### src/rtl/logic_pod_rle_compressor.sv
// logic_pod_rle_compressor
//   Run-length compressor for the 16-channel logic pod capture path.
//   It turns a stream of 16-bit samples into 17-bit words. Each word is
//   either a raw sample (RAW) or a repeat count for the previous sample
//   (RUN). A small output queue absorbs cycles that produce several words.
//
// Ports
//   clk                  capture clock
//   rst_n                asynchronous active-low reset
//   sample_valid         sample_data holds a new sample this cycle
//   sample_data[15:0]    logic pod sample, one bit per channel
//   flush                one-cycle pulse that closes the current run
//   compress_out_valid   head word valid this cycle (consumer never stalls)
//   compress_out_format  0 = RAW sample, 1 = RUN repeat count
//   compress_out_data    sample or repeat count; holds its value while idle
//   overflow             sticky flag: a queue write was dropped
module logic_pod_rle_compressor #(
   parameter int QUEUE_DEPTH = 4
) (
   input  logic        clk,
   input  logic        rst_n,
   input  logic        sample_valid,
   input  logic [15:0] sample_data,
   input  logic        flush,
   output logic        compress_out_valid,
   output logic        compress_out_format,
   output logic [15:0] compress_out_data,
   output logic        overflow
);

   localparam int PW = $clog2(QUEUE_DEPTH);
   localparam int CW = PW + 1;
   localparam logic [CW-1:0] DEPTH_C = CW'(QUEUE_DEPTH);
   localparam logic FMT_RAW = 1'b0;
   localparam logic FMT_RUN = 1'b1;

   typedef struct packed {
      logic        fmt;
      logic [15:0] data;
   } word_t;

   // ---------------------------------------------------------------
   // Run tracking
   // ---------------------------------------------------------------
   logic        have_prev;
   logic [15:0] prev_sample;
   logic [15:0] run_count;

   logic        is_new;
   logic        is_rep;
   logic [15:0] run_inc;
   logic [15:0] run_mid;   // run count after this cycle's sample, before flush
   logic [2:0]  w_vld;
   word_t       w [3];     // slot order: RUN(old run or saturated), RAW(new), RUN(flush)

   always_comb begin
      is_new  = sample_valid && (!have_prev || (sample_data != prev_sample));
      is_rep  = sample_valid && have_prev && (sample_data == prev_sample);
      run_inc = run_count + 16'd1;
      run_mid = run_count;
      w_vld   = '0;
      w[0]    = '0;
      w[1]    = '0;
      w[2]    = '0;
      if (is_new) begin
         w_vld[0] = (run_count != 16'd0);
         w[0]     = {FMT_RUN, run_count};
         w_vld[1] = 1'b1;
         w[1]     = {FMT_RAW, sample_data};
         run_mid  = '0;
      end else if (is_rep) begin
         // Report at the saturation point so the count never wraps.
         // The next repeat then starts a fresh count at 1.
         if (run_inc == 16'hFFFF) begin
            w_vld[0] = 1'b1;
            w[0]     = {FMT_RUN, 16'hFFFF};
            run_mid  = '0;
         end else begin
            run_mid  = run_inc;
         end
      end
      // Flush acts after the sample, so a repeat in the same cycle is
      // included in the reported count.
      if (flush && (run_mid != 16'd0)) begin
         w_vld[2] = 1'b1;
         w[2]     = {FMT_RUN, run_mid};
      end
   end

   always_ff @(posedge clk or negedge rst_n) begin
      if (!rst_n) begin
         have_prev   <= 1'b0;
         prev_sample <= '0;
         run_count   <= '0;
      end else begin
         if (is_new) prev_sample <= sample_data;
         if (flush) begin
            // Clearing have_prev makes the next sample come out RAW.
            have_prev <= 1'b0;
            run_count <= '0;
         end else begin
            run_count <= run_mid;
            if (is_new) have_prev <= 1'b1;
         end
      end
   end

   // ---------------------------------------------------------------
   // Output queue: circular buffer with an occupancy count
   // ---------------------------------------------------------------
   word_t          mem [QUEUE_DEPTH];
   logic [PW-1:0]  rd_ptr;
   logic [PW-1:0]  wr_ptr;
   logic [CW-1:0]  count;

   logic           pop;
   logic [CW-1:0]  remain;
   logic [CW-1:0]  space;
   logic [CW-1:0]  n_acc;
   logic [2:0]     acc_vld;
   word_t          acc_word [3];
   logic           drop;
   logic [PW-1:0]  rd_next;
   logic           head_vld;
   word_t          head;

   always_comb begin
      pop         = (count != '0);
      remain      = count - CW'(pop);
      space       = DEPTH_C - remain;   // the pop frees its slot first
      rd_next     = rd_ptr + PW'(pop);
      n_acc       = '0;
      acc_vld     = '0;
      acc_word[0] = '0;
      acc_word[1] = '0;
      acc_word[2] = '0;
      drop        = 1'b0;
      // Compact the valid words into consecutive slots. Once space runs
      // out every later word is dropped too, so the stored order is kept.
      for (int i = 0; i < 3; i++) begin
         if (w_vld[i]) begin
            if (n_acc < space) begin
               acc_word[n_acc[1:0]] = w[i];
               acc_vld[n_acc[1:0]]  = 1'b1;
               n_acc                = n_acc + CW'(1);
            end else begin
               drop = 1'b1;
            end
         end
      end
      // Head for the next cycle: oldest surviving entry, else the first
      // word written this cycle.
      head_vld = 1'b0;
      head     = '0;
      if (remain != '0) begin
         head_vld = 1'b1;
         head     = mem[rd_next];
      end else if (acc_vld[0]) begin
         head_vld = 1'b1;
         head     = acc_word[0];
      end
   end

   always_ff @(posedge clk) begin
      for (int j = 0; j < 3; j++) begin
         if (acc_vld[j]) mem[wr_ptr + PW'(j)] <= acc_word[j];
      end
   end

   always_ff @(posedge clk or negedge rst_n) begin
      if (!rst_n) begin
         rd_ptr              <= '0;
         wr_ptr              <= '0;
         count               <= '0;
         compress_out_format <= 1'b0;
         compress_out_data   <= '0;
         overflow            <= 1'b0;
      end else begin
         rd_ptr <= rd_next;
         wr_ptr <= wr_ptr + PW'(n_acc);
         count  <= remain + n_acc;
         if (head_vld) begin
            compress_out_format <= head.fmt;
            compress_out_data   <= head.data;
         end
         if (drop) overflow <= 1'b1;
      end
   end

   assign compress_out_valid = (count != '0);

endmodule

### config.mk
export PLATFORM = sky130hd
export DESIGN_NAME = logic_pod_rle_compressor
export DESIGN_NICKNAME = d
export VERILOG_FILES = /design/src/rtl/logic_pod_rle_compressor.sv
export SDC_FILE = /design/constraint.sdc
export NUM_CORES = 1
export LEC_CHECK = 0
export ABC_AREA = 0
export CORE_ASPECT_RATIO = 1.25
export CORE_MARGIN = 8
export CORE_UTILIZATION = 40
export CTS_BUF_LIST = sky130_fd_sc_hd__clkbuf_8
export DETAILED_ROUTE_END_ITERATION = 6
export PLACE_DENSITY_LB_ADDON = 0.08
export SETUP_SLACK_MARGIN = 0.2
export SYNTH_ARGS = -nofsm -noshare
export SYNTH_HDL_FRONTEND = slang
export SYNTH_SLANG_ARGS = --single-unit
### constraint.sdc
create_clock -name clk -period 6.19 [get_ports clk]
set_input_delay 0.619 -clock clk [delete_from_list [all_inputs] [get_ports clk]]
set_output_delay 0.619 -clock clk [all_outputs]
set_load 0.02 [all_outputs]
==> out/results.ini <==
[status]
status = complete, no violations

[clocking]
post_cts.repair.setup_buffers = 0
path_clk_slew_ps = 90
ctsResizeCount = 0
clk-insertion-delay-late_ps = 460
cts-root-buf = clkbuf_8
cts_tree = done
clockBufferDepth = 2
cts-hold-fix-buffers = 0
cts_made_buffers = 17
clkSinkCount = 126
htreeDepth = 4

[drt]
num_vias = 6034
routed_wl_mm = 25.06
wl_per_cell_um = 24.45
drtPass1Iterations = 5
vias_per_cell = 5.887
detail_route.iter0.violations = 347
drtAntennaViolNets = 0
route.detailed.drc = 0

[power_and_ir_drop]
p_per_area_mw_per_mm2 = 485.5
ir_drop_uv = 296.4
p_leak_uw = 0.003460
power.total_uw = 4440

[synthesis]
netlist_top_cells_area = edfxtp_1 (26%), dfrtp_1 (18%), mux2_2 (8.6%), mux4_2 (4.8%), xnor2_1 (3.3%)
synth_edf_count = 68
synth_area_per_cell_sq_um = 11.34
synth_cell_types = 75
syn_inst = 704
synth_nets = 743
synth_top_area_cell = edfxtp_1
synth_top_area_share_pct = 25.58
synth_seq_area_share_pct = 43.76
async_reset_ff_share_pct = 46.03
synth_flop_cell = edfxtp_1
synth.cell_area_sq_mm = 0.007983
ys_ff_latch = 126
post-synth-top-count-cell = edfxtp_1
yosys-top-cells-count = edfxtp_1 (68), mux2_2 (61), dfrtp_1 (58)
yosysWarnings = 0

[setup_path]
regToRegStartpoint = run_count[4]$_DFF_PN0_
critPathKind = register to register
worstSetupEndpointType = register
cp_data_arrival_time_ps = 5810
path_max_fanout = 30
reg2reg_slack_ps = 510
cp-start-kind = register
crit_required_ps = 6320
r2r_cells = 15
reg2reg_to = mem[0][1]$_DFFE_PP_

[timing]
hold_violations = 0
setup_violations = 0
worst_pin_slew_ps = 781.9
grt_setup_unrepaired = false
period_share_pct = 91.74
setup_ws_ps = 511.0
fin_worst_skew_ps = 17.84
maxSlewViolCount = 0
min_period_ps = 5679
relSlewSlack_pct = 46.38
final.setup.tns_ps = 0
timing.fmax_mhz = 176.1

[die]
rows = 58
die_h_um = 173.9
pin_count = 39
die_area_sq_mm = 0.02476
dieWidth_um = 142.4
core-area_sq_mm = 0.01988
start_util_pct = 40.15

[global_route]
globalRouteOverflowTotal = 0
grt_usage_pct = 21.09
grt_max_degree = 59
grt_pass1_wl_mm = 39.03
grt_pass1_vias = 6482
antenna_found_initial = 0

[placed_design]
portBuffers = 38
place_area_sq_mm = 0.008681
dpl.hpwl_mm = 18.63
pre_cts_ws_ps = 558.0
place_congestion = 0.9007

[job]
maxCapViolCount = 0

[final_layout]
diodes = 0
fin_area_sq_mm = 0.009145
nets = 781
syn_to_final_growth_pct = 14.56
drive_above_1_share_pct = 21.72

[min_path]
hold_class = primary input to async pin

-- where the power goes --
part	switching, uW	internal, uW	total (uW)
sequential	122	1230	1360
clock	379	486	865
combinational	1250	970	2220
-- layout by cell type, fill, tap and decap left out, types with 6 or more instances in the layout --
master           netlist  layout
o22ai_1                7       7
nor3_1                11      11
nand3_1                8       8
nor2b_1               12      12
nand2_1               33      33
a32o_1                16      16
o21ai_0               35      32
xnor2_1               30      30
a31oi_1               11      11
or4_1                  6       6
ha_1                  18      18
mux4_2                17      17
and2_1                 7       7
nand4_1                7       7
nor3b_1                8       8
o31ai_1               13      12
inv_1                 24      24
dfrtp_1               58      58
nor2_1                48      48
mux2_2                61      61
mux2i_1               10      10
clkbuf_8               0      17
mux2_1                16      16
a21o_1                 8       8
a221o_1                8       8
clkdlybuf4s50_1        0      37
edfxtp_1              68      68
buf_4                  8      33
a21oi_1               24      24
-- worst max-delay path: stages, from the launching register on --
cell and delay (ps):
dfrtp_1 630, nand4_2 400, or4_1 660, xnor2_1 310
nand4_1 310, o21ai_4 350, o21ai_0 190, ha_1 230
o211ai_1 110, inv_1 130, ha_1 260, o41ai_4 530
and2_4 450, a31oi_1 230, o31ai_2 220, buf_4 310
-- cells by family after synthesis --
family | share of synthesized area (%)
multiplexers | 16.91
adder cells (fa/ha/maj) | 3.072
XOR/XNOR | 3.950
buffers and inverters | 4.577
AO/OA/AOI/OAI | 16.10
flip-flops | 43.76
AND/OR/NAND/NOR | 11.63
-- area by class of cell --
cell class              count  area [sq um]
well taps                 270         337.8
inverters                  24         90.09
fillers                  1885         10740
multi-input cells         502          4136
repair buffers             71         623.1
clock buffers              17         234.0
clock inverters            15         230.2
flip-flops and latches    126          3493
-- state kept, by name, summed over array words and instances, names as in the netlist, 2 cells and up --
signal	cells
prev_sample	16
wr_ptr	2
run_count	16
count	3
rd_ptr	2
mem	68
compress_out_data	16
-- stage by stage --
step	util [%]	instances	hold slack, ps
3_5_place_dp	43.66	993	498.9
3_3_place_gp	43.66	993	503.8
4_1_cts	45.99	1025	357.0
6_report	45.99	1025	307.5
2_1_floorplan	-	704	323.4
5_1_grt	45.99	1025	363.6
-- worst max-delay path by stage --
stage,start,to,slack (ps),depth (start not counted)
3_5_place_dp,run_count[4]$_DFF_PN0_,mem[0][9]$_DFFE_PP_,560,15
2_1_floorplan,count[2]$_DFF_PN0_,mem[1][0]$_DFFE_PP_,30,19
4_1_cts,run_count[4]$_DFF_PN0_,mem[0][8]$_DFFE_PP_,510,15
6_report,run_count[4]$_DFF_PN0_,mem[0][1]$_DFFE_PP_,510,15
5_1_grt,run_count[4]$_DFF_PN0_,mem[0][8]$_DFFE_PP_,200,15
3_3_place_gp,run_count[4]$_DFF_PN0_,mem[0][14]$_DFFE_PP_,690,15
-- layer usage --
layer | track usage, % | wire length (um) | vias to the layer above
li1 | - | - | 2771
met1 | 25.11 | 10260 | 3037
met2 | 36.32 | 12830 | 183
met3 | 3.541 | 1086 | 43
met4 | 9.632 | 887 | 0
met5 | 0 | 0 | -
No activity file was read; power rests on OpenSTA's default activity.
